==> src/rtl/adxl362_ctrl.sv <==
// rtl/adxl362_ctrl.sv - ADXL362 configuration and XYZ burst-read sequencer
// Drives a single-byte SPI master: two register writes after power-up, then periodic or interrupt-driven reads.
module adxl362_ctrl #(
  parameter int         STARTUP_CYCLES = 250000,
  parameter int         SAMPLE_PERIOD  = 500000,
  parameter int         CS_GAP_CYCLES  = 100,
  parameter int         BYTE_TIMEOUT   = 20000,
  parameter bit         USE_INT        = 1'b0,
  parameter logic [7:0] FILTER_CTL_VAL = 8'h13,
  parameter logic [7:0] POWER_CTL_VAL  = 8'h02
) (
  input  logic        clkIn,
  input  logic        rstIn,
  input  logic        intIn,
  output logic        spiEnOut,
  output logic [7:0]  spiTxDataOut,
  output logic        spiCsOut,
  output logic        spiRdEnOut,
  input  logic [7:0]  spiRxDataIn,
  input  logic        spiRxRdyIn,
  output logic [15:0] xDataOut,
  output logic [15:0] yDataOut,
  output logic [15:0] zDataOut,
  output logic        sampleValidOut,
  output logic        cfgDoneOut,
  output logic        busyOut,
  output logic        errOut
);
  localparam int MAX_A = (STARTUP_CYCLES > CS_GAP_CYCLES) ? STARTUP_CYCLES : CS_GAP_CYCLES;
  localparam int MAX_B = (SAMPLE_PERIOD > BYTE_TIMEOUT) ? SAMPLE_PERIOD : BYTE_TIMEOUT;
  localparam int CW    = $clog2(((MAX_A > MAX_B) ? MAX_A : MAX_B) + 1);

  typedef enum logic [2:0] {ST_STARTUP, ST_CFG, ST_GAP, ST_IDLE, ST_RD} state_t;
  typedef enum logic [1:0] {PH_EN, PH_WAIT, PH_POP} phase_t;

  state_t        state_q, state_d;
  phase_t        phase_q, phase_d;
  logic [CW-1:0] cnt_q, cnt_d, per_q, per_d;
  logic [2:0]    byte_q, byte_d;
  logic          cfg_idx_q, cfg_idx_d;
  logic          cfg_done_q, cfg_done_d;
  logic          pend_q, pend_d;
  logic          err_q, err_d;
  logic          valid_q, valid_d;
  logic [2:0]    int_sync_q, int_sync_d;
  logic [7:0]    rx_q [6];
  logic [7:0]    rx_d [6];
  logic [15:0]   x_q, x_d, y_q, y_d, z_q, z_d;

  logic       wrap, trig, last_byte, in_xfer;
  logic [2:0] rx_idx;
  logic [7:0] tx_byte;

  always_comb begin
    int_sync_d = {int_sync_q[1:0], intIn};
    wrap       = cfg_done_q && (per_q == CW'(SAMPLE_PERIOD - 1));
    per_d      = (!cfg_done_q || wrap) ? '0 : per_q + CW'(1);
    trig       = USE_INT ? (int_sync_q[1] & ~int_sync_q[2]) : wrap;
    in_xfer    = (state_q == ST_CFG) || (state_q == ST_RD);
    last_byte  = (state_q == ST_CFG) ? (byte_q == 3'd2) : (byte_q == 3'd7);
    rx_idx     = byte_q - 3'd2;
    if (state_q == ST_CFG) begin
      case (byte_q)
        3'd0:    tx_byte = 8'h0A;
        3'd1:    tx_byte = cfg_idx_q ? 8'h2D : 8'h2C;
        default: tx_byte = cfg_idx_q ? POWER_CTL_VAL : FILTER_CTL_VAL;
      endcase
    end else begin
      case (byte_q)
        3'd0:    tx_byte = 8'h0B;
        3'd1:    tx_byte = 8'h0E;
        default: tx_byte = 8'h00;
      endcase
    end
  end

  always_comb begin
    state_d      = state_q;
    phase_d      = phase_q;
    cnt_d        = cnt_q;
    byte_d       = byte_q;
    cfg_idx_d    = cfg_idx_q;
    cfg_done_d   = cfg_done_q;
    err_d        = err_q;
    valid_d      = 1'b0;
    pend_d       = pend_q | trig;
    rx_d         = rx_q;
    x_d          = x_q;
    y_d          = y_q;
    z_d          = z_q;
    spiEnOut     = 1'b0;
    spiRdEnOut   = 1'b0;
    spiTxDataOut = 8'h00;
    case (state_q)
      ST_STARTUP: begin
        cnt_d = cnt_q + CW'(1);
        if (cnt_q == CW'(STARTUP_CYCLES - 1)) begin
          state_d = ST_CFG;
          cnt_d   = '0;
        end
      end
      ST_GAP: begin
        cnt_d = cnt_q + CW'(1);
        if (cnt_q == CW'(CS_GAP_CYCLES - 1)) begin
          state_d = cfg_done_q ? ST_IDLE : ST_CFG;
          cnt_d   = '0;
        end
      end
      ST_IDLE: begin
        if (pend_q) begin
          state_d = ST_RD;
          pend_d  = trig;
        end
      end
      ST_CFG, ST_RD: begin
        case (phase_q)
          PH_EN: begin
            spiEnOut     = 1'b1;
            spiTxDataOut = tx_byte;
            phase_d      = PH_WAIT;
            cnt_d        = '0;
          end
          PH_WAIT: begin
            if (spiRxRdyIn) begin
              // Command/address echo bytes are discarded; only the six data bytes are kept.
              if (state_q == ST_RD && byte_q >= 3'd2) rx_d[rx_idx] = spiRxDataIn;
              phase_d = PH_POP;
            end else if (cnt_q == CW'(BYTE_TIMEOUT - 1)) begin
              err_d   = 1'b1;
              state_d = ST_GAP;
              phase_d = PH_EN;
              byte_d  = 3'd0;
              cnt_d   = '0;
              if (state_q == ST_CFG) cfg_idx_d = 1'b0;
            end else begin
              cnt_d = cnt_q + CW'(1);
            end
          end
          PH_POP: begin
            spiRdEnOut = 1'b1;
            if (last_byte) begin
              state_d = ST_GAP;
              phase_d = PH_EN;
              byte_d  = 3'd0;
              cnt_d   = '0;
              if (state_q == ST_CFG) begin
                cfg_idx_d = 1'b1;
                if (cfg_idx_q) cfg_done_d = 1'b1;
              end else begin
                x_d     = {rx_q[1], rx_q[0]};
                y_d     = {rx_q[3], rx_q[2]};
                z_d     = {rx_q[5], rx_q[4]};
                valid_d = 1'b1;
              end
            end else begin
              byte_d  = byte_q + 3'd1;
              phase_d = PH_EN;
            end
          end
          default: phase_d = PH_EN;
        endcase
      end
      default: state_d = ST_STARTUP;
    endcase
  end

  always_ff @(posedge clkIn or negedge rstIn) begin
    if (!rstIn) begin
      state_q    <= ST_STARTUP;
      phase_q    <= PH_EN;
      cnt_q      <= '0;
      per_q      <= '0;
      byte_q     <= 3'd0;
      cfg_idx_q  <= 1'b0;
      cfg_done_q <= 1'b0;
      pend_q     <= 1'b0;
      err_q      <= 1'b0;
      valid_q    <= 1'b0;
      int_sync_q <= 3'b000;
      rx_q       <= '{default: 8'h00};
      x_q        <= 16'h0000;
      y_q        <= 16'h0000;
      z_q        <= 16'h0000;
    end else begin
      state_q    <= state_d;
      phase_q    <= phase_d;
      cnt_q      <= cnt_d;
      per_q      <= per_d;
      byte_q     <= byte_d;
      cfg_idx_q  <= cfg_idx_d;
      cfg_done_q <= cfg_done_d;
      pend_q     <= pend_d;
      err_q      <= err_d;
      valid_q    <= valid_d;
      int_sync_q <= int_sync_d;
      rx_q       <= rx_d;
      x_q        <= x_d;
      y_q        <= y_d;
      z_q        <= z_d;
    end
  end

  assign spiCsOut       = in_xfer;
  assign busyOut        = in_xfer || (state_q == ST_GAP);
  assign xDataOut       = x_q;
  assign yDataOut       = y_q;
  assign zDataOut       = z_q;
  assign sampleValidOut = valid_q;
  assign cfgDoneOut     = cfg_done_q;
  assign errOut         = err_q;
endmodule

==> config.mk <==
export PLATFORM = sky130hd
export DESIGN_NAME = adxl362_ctrl
export DESIGN_NICKNAME = d
export VERILOG_FILES = /design/src/rtl/adxl362_ctrl.sv
export SDC_FILE = /design/constraint.sdc
export NUM_CORES = 1
export LEC_CHECK = 0
export ABC_CLOCK_PERIOD_IN_PS = 2600
export CAP_MARGIN = 20
export CORE_MARGIN = 1
export CORE_UTILIZATION = 45
export CTS_CLUSTER_DIAMETER = 50
export DETAILED_ROUTE_END_ITERATION = 8
export GPL_TIMING_DRIVEN = 0
export PLACE_DENSITY = 0.64
export SLEW_MARGIN = 40
export SYNTH_ARGS = -nofsm -noshare
export SYNTH_HDL_FRONTEND = slang
export SYNTH_SLANG_ARGS = --single-unit
==> constraint.sdc <==
create_clock -name clkIn -period 2.6 [get_ports clkIn]
set_input_delay 0.39 -clock clkIn [delete_from_list [all_inputs] [get_ports clkIn]]
set_output_delay 0.39 -clock clkIn [all_outputs]
set_load 0.005 [all_outputs]
==> results of run 1 <==
==> power by group through the flow <==
stage / sequential [W] / clock (W) / combinational [W]
2_1_floorplan: 0.00233 / 0 / 0.00000355
3_3_place_gp: 0.00233 / 0 / 0.0000797
3_5_place_dp: 0.00233 / 0 / 0.0000930
4_1_cts: 0.00229 / 0.00235 / 0.0000945
5_1_grt: 0.00229 / 0.00247 / 0.000102
6_report: 0.00229 / 0.00230 / 0.0000903
==> cells by family (layout without fill, tap and decap cells) <==
logic type,Yosys count,count (layout),synth area share
muxes,99,99,0.171
buffers and inverters,32,144,0.0266
DFF,147,147,0.563
xor gates and xnor gates,27,27,0.0362
adders and majority gates,7,7,0.0134
and+or+nand+nor,176,176,0.146
other,1,2,0.000574
AOI/OAI and AO/OA,41,41,0.0437
==> Yosys cell counts (2+ instances only) <==
| library cell | instances | area, sq um |
|---|---|---|
| nor2_1 | 51 | 191 |
| nand3_1 | 18 | 90.1 |
| mux2_2 | 98 | 1100 |
| nor3_4 | 2 | 32.5 |
| inv_1 | 9 | 33.8 |
| nor3_1 | 11 | 55.1 |
| and3_1 | 8 | 50.1 |
| dfrtp_1 | 147 | 3680 |
| buf_6 | 3 | 33.8 |
| a21oi_1 | 4 | 20.0 |
| ha_1 | 7 | 87.6 |
| clkbuf_2 | 2 | 10.0 |
| a21o_1 | 4 | 30.0 |
| a22o_1 | 5 | 43.8 |
| buf_4 | 6 | 45.0 |
| clkbuf_1 | 7 | 26.3 |
| nand4_1 | 12 | 75.1 |
| or4_1 | 5 | 37.5 |
| xor2_1 | 19 | 166 |
| nor3b_1 | 2 | 15.0 |
| and2_1 | 7 | 43.8 |
| xnor2_1 | 8 | 70.1 |
| nand2_1 | 28 | 105 |
| nor4_1 | 4 | 25.0 |
| and4_1 | 4 | 35.0 |
| or3_1 | 2 | 12.5 |
| nand2b_1 | 5 | 31.3 |
| nor2b_1 | 3 | 18.8 |
| o2bb2ai_1 | 6 | 52.6 |
| o21ai_0 | 14 | 70.1 |
| buf_2 | 5 | 25.0 |
==> cell type report <==
class                   instances  share of cell area
plain buffers                  23              0.0184
clock buffers                  17              0.0516
clock inverters                15              0.0166
inverters                       9             0.00516
multi-input cells             352               0.333
flip-flops and latches        147               0.447
well taps                     180              0.0273
repair buffers                 80               0.102
==> timing repair <==
action	CTS	global route
gates resized for setup	16	14
setup endpoints to repair	8	38
cloned	0	0
pin swaps	0	2
setup buffers	1	5
hold buffers	1	0
endpoints found under the hold margin	42	0
==> per-stage QoR <==
| stage | setup slack, ns | hold slack [ns] | cells | TNS (ns) | power [W] |
|---|---|---|---|---|---|
| 3_3_place_gp | -4.62 | 0.475 | 782 | -683.62 | 0.00241 |
| 4_1_cts | 0.0162 | 0.445 | 818 | 0 | 0.00473 |
| 2_1_floorplan | 0.362 | 0.0944 | 531 | 0 | 0.00233 |
| 6_report | 0.0724 | 0.439 | 823 | 0 | 0.00468 |
| 3_5_place_dp | -0.266 | 0.297 | 784 | -6.31 | 0.00242 |
| 5_1_grt | 0.00141 | 0.468 | 823 | 0 | 0.00485 |
==> layer usage <==
layer | vias up | global-route usage | routed length [um]
li1 | 2075 | - | -
met1 | 2263 | 0.264 | 6440
met2 | 74 | 0.315 | 6580
met3 | 21 | 0.0493 | 412
met4 | 0 | 0.0777 | 222
met5 | - | 0 | 0
==> worst max-delay path: cells and delay by family, from the launching register on <==
kind                   cells  cell delay (ns)
buffers and inverters      2             0.31
DFF                        1             0.39
muxes                      1             0.40
and+or+nand+nor            4             1.31
==> sequential cells by signal (all words and copies together), names as in the netlist <==
register,flops
yDataOut,16
per_q,19
pend_q,1
xDataOut,16
errOut,1
zDataOut,16
rx_q,48
state_q,3
phase_q,2
cfg_idx_q,1
cfgDoneOut,1
byte_q,3
cnt_q,19
sampleValidOut,1
==> worst paths after layout <==
path / start / end / slack, ns / depth (start not counted)
setup / recovery: byte_q[1]$_DFFE_PN0P_ / rx_q[5]$_DFFE_PN0P_ / 0.07 / 7
hold / removal: rstIn / per_q[7]$_DFF_PN0_ / 0.44 / 2
setup reg to reg: byte_q[1]$_DFFE_PN0P_ / rx_q[5]$_DFFE_PN0P_ / 0.07 / 7
hold reg to reg: per_q[0]$_DFF_PN0_ / per_q[0]$_DFF_PN0_ / 0.48 / 1
max in group asynchronous: rstIn / rx_q[9]$_DFFE_PN0P_ / 1.27 / 4
min in group clkIn: per_q[0]$_DFF_PN0_ / per_q[0]$_DFF_PN0_ / 0.48 / 1
==> metrics.yaml, run 1 <==
status: "completed"
peakVddDrop_mv: 0.449
clock_power_share: 0.492
dpl_cell_area_sq_um: 7530
yosysSeqAreaShare: 0.563
wl_mm: 13.7
viasPerCell: 5.39
final_area_sq_um: 8240
leakage_nw: 3.89
grt_pass1_vias: 4440
critical_path_class: "register to register"
min_period_ns: 2.53
crit_arrival_ns: 2.83
vias: 4433
slowest_stage: "or4_4"
wire_per_inst_um: 16.6
first_iter_violations: 223
gp_congestion: 0.866
cp_max_fo: 8
p_switching_w: 0.00110
hp-class: "input pin to async pin"
yosys_warnings: 0
dp_hpwl_mm: 9.35
multiInputGateArea_sq_um: 2740
synth_seq_cells: 147
post-route-util: 0.587
power-per-cell-area_nw_per_um2: 568
die_h_um: 122
seq_power_share: 0.489
slew-limit-headroom: 0.543
swShare: 0.235
crit_required_ns: 2.91
portBuffers: 71
rsz0062_at_grt: "false"
final_common_cell: "dfrtp_1"
cts_tree: "yes"
finalNetCount: 649
synthArstFlopShare: 1.00
start_util: 0.465
row_count: 43
cp-start-kind: "register"
synth_edf_count: 0
ctsHtreeMaxLevel: 4
p_int_w: 0.00358
ys.flop_type: "dfrtp_1"
overflow: 0
antenna_found_initial: 0
clockBufferDepth: 2
finalHoldViolations: 0
grt_usage: 0.199
first_pass_iters: 4
syn-cell-area_sq_um: 6530
drive_above_1_share: 0.280
grt_max_degree: 59
regArea_sq_um: 3680
die-area_sq_um: 15000
diodes: 0
final.setup_skew_ns: 0.00821
critical-path-max-stage-delay_ns: 0.52
cts_made_buffers: 17
area_growth_pct: 26.1
final_cell_mix: "dfrtp_1, mux2_2, clkdlybuf4s50_1"
syn_inst: 530
ys_types: 55
tightestPinTransition_ns: 0.680
cts.sinks: 147
grt_pass1_wl_mm: 22.5
timing.final.max_slew_violations: 0
setup-violations-final: 0
critPathCaptureType: "register"
pwr-share-comb: 0.019
clk_latency_ns: 0.42
drv_cap: 0
antenna_left: 0
fp.dieW_um: 122
min_period_over_period: 0.972
synth.avg_cell_area_sq_um: 12.3
clock.fmax_mhz: 396
fillers: 1129
core_area_sq_um: 14000
crit_chain: "buf_6 > nor2_1 > or4_4 > or2_1 > buf_6 > nor2_2 > mux2_2"
ios: 75
ctsRootBufferMaster: "clkbuf_16"
crit_top_cell: "buf_6"
drc: 0
clk_pin_slew_ns: 0.06
Power figures use the tool's default switching activity.
==> run 2: changes to the inputs <==
- CORE_MARGIN: 1 -> 3
==> metrics.yaml, run 2 (synthesis results as in run 1) <==
vias: 4369  # was 4433
timing.final.max_slew_violations: 0  # unchanged
crit_required_ns: 2.92  # was 2.91 ns
largest_reg_flops: 48  # unchanged
start_util: 0.465  # unchanged
cp-start-kind: "register"  # unchanged
rr_worst_depth: 7  # unchanged
path_buf_inv: 2  # unchanged
portBuffers: 71  # unchanged
final.setup_skew_ns: 0.0116  # was 0.00821 ns
slowest_stage: "or4_4"  # unchanged
grt_pass1_wl_mm: 23.1  # was 22.5 mm
finalNetCount: 644  # was 649
top_regs: "rx_q: 48 flops, cnt_q: 19 flops, per_q: 19 flops"  # unchanged
clk_latency_ns: 0.43  # was 0.42 ns
gp_congestion: 0.864  # was 0.866
peakVddDrop_mv: 0.473  # was 0.449 mV
slew-limit-headroom: 0.544  # was 0.543
cp_top_family: "simple AND/OR/NAND/NOR gates"  # unchanged
clockBufferDepth: 2  # unchanged
tightestPinTransition_ns: 0.679  # was 0.680 ns
fp.dieW_um: 126  # was 122 um
antenna_left: 0  # unchanged
clock.fmax_mhz: 403  # was 396 MHz
die-area_sq_um: 16000  # was 15000 sq um
r2r-end: "rx_q[36]$_DFFE_PN0P_"  # was rx_q[5]$_DFFE_PN0P_
cts_made_buffers: 17  # unchanged
grt_pass1_vias: 4510  # was 4440
critical_path_class: "register to register"  # unchanged
cts.sinks: 147  # unchanged
holdWs_ns: 0.488  # was 0.439 ns
ctsHtreeMaxLevel: 4  # unchanged
die_h_um: 126  # was 122 um
first_iter_violations: 230  # was 223
cp_max_fo: 8  # unchanged
grt_usage: 0.183  # was 0.199
grt_max_degree: 78  # was 59
viasPerCell: 5.34  # was 5.39
reg2reg_from: "byte_q[1]$_DFFE_PN0P_"  # unchanged
clk_pin_slew_ns: 0.07  # was 0.06 ns
power_w: 0.00478  # was 0.00468 W
drc: 0  # unchanged
crit_chain: "buf_4 > nor2_2 > or4_4 > or2_1 > buf_6 > nor3_4 > mux2_2"  # was buf_6 > nor2_1 > or4_4 > or2_1 > buf_6 > nor2_2 > mux2_2
wire_per_inst_um: 16.9  # was 16.6 um
hp-class: "register to register"  # was input pin to async pin
final_cell_mix: "dfrtp_1, mux2_2, clkdlybuf4s50_1"  # unchanged
status: "completed"  # unchanged
drive_above_1_share: 0.276  # was 0.280
leakage_nw: 3.88  # was 3.89 nW
row_count: 43  # unchanged
drv_cap: 0  # unchanged
core_area_sq_um: 14000  # unchanged
overflow: 0  # unchanged
ios: 75  # unchanged
min_period_over_period: 0.956  # was 0.972
layout_setup_ws_ns: 0.116  # was 0.0724 ns
min_period_ns: 2.48  # was 2.53 ns
cp.depth: 7  # unchanged
cp-endpoint: "rx_q[36]$_DFFE_PN0P_"  # was rx_q[5]$_DFFE_PN0P_
top_register: "rx_q"  # unchanged
diodes: 0  # unchanged
final_common_cell: "dfrtp_1"  # unchanged
place_ws_ns: -0.281  # was -0.266 ns
setup-violations-final: 0  # unchanged
finalHoldViolations: 0  # unchanged
area_growth_pct: 25.6  # was 26.1%
power-per-cell-area_nw_per_um2: 583  # was 568 nW/um^2
first_pass_iters: 4  # unchanged
rrSetupSlack_ns: 0.12  # was 0.07 ns
ctsRootBufferMaster: "clkbuf_16"  # unchanged
critical_path.startpoint: "byte_q[1]$_DFFE_PN0P_"  # unchanged
rsz0062_at_grt: "false"  # unchanged
critical-path-max-stage-delay_ns: 0.51  # was 0.52 ns
critPathCaptureType: "register"  # unchanged
dp_hpwl_mm: 9.47  # was 9.35 mm
antenna_found_initial: 0  # unchanged
post-route-util: 0.584  # was 0.587
timing.setup.tns_ns: 0  # unchanged
cts_tree: "yes"  # unchanged
wl_mm: 13.8  # was 13.7 mm
crit_arrival_ns: 2.80  # was 2.83 ns
==> run 2: what timing repair did <==
item                                    4_1_cts  5_1_grt
pin swaps                                     0        2
buffers inserted                              1        1
gates resized for setup                      18       11
hold endpoints to repair                     70        0
hold buffers                                  1        0
endpoints found under the setup margin        8       45
==> run 2: stage by stage <==
stage / instances / cell area [sq um]
floorplan: 531 / 6530
global placement: 782 / 7470
detailed placement: 783 / 7500
CTS: 817 / 8150
global route: 818 / 8200
finish: 818 / 8200
==> run 2: power breakdown <==
| group | leakage (nW) | switching (W) | internal, W |
|---|---|---|---|
| Clock | 0.289 | 0.00104 | 0.00136 |
| Sequential | 2.04 | 0 | 0.00229 |
| Combinational | 1.55 | 0.0000621 | 0.0000219 |
| Total | 3.88 | 0.00110 | 0.00367 |
==> run 2: area by class of cell <==
class,count,area [sq um]
sequential,147,3680
fill,1130,5840
inverter,9,40.0
clock inverter,15,164
tap,180,225
buffer,23,149
multi-input combinational,352,2740
clock buffer,17,425
timing repair buffer,75,779
==> run 2: worst min-delay path by stage <==
stage,startpoint,endpoint,slack (ns),cells past startpoint
after floorplan,rstIn,byte_q[0]$_DFFE_PN0P_,0.09,0
after global placement,per_q[0]$_DFF_PN0_,per_q[0]$_DFF_PN0_,0.48,1
after detailed placement,rstIn,per_q[2]$_DFF_PN0_,0.39,1
after CTS,per_q[0]$_DFF_PN0_,per_q[0]$_DFF_PN0_,0.49,1
after global routing,per_q[0]$_DFF_PN0_,per_q[0]$_DFF_PN0_,0.50,1
final,per_q[0]$_DFF_PN0_,per_q[0]$_DFF_PN0_,0.49,1
==> run 2: per-layer routing <==
layer  routed length [um]  part of all wire  track usage  vias to the layer above
met1                 6400              0.46        0.255                     2197
met3                  511             0.037       0.0429                       19
met4                  226             0.016       0.0675                        0
li1                     -                 -            -                     2068
met5                    0                 0            0                        -
met2                 6660              0.48        0.281                       85
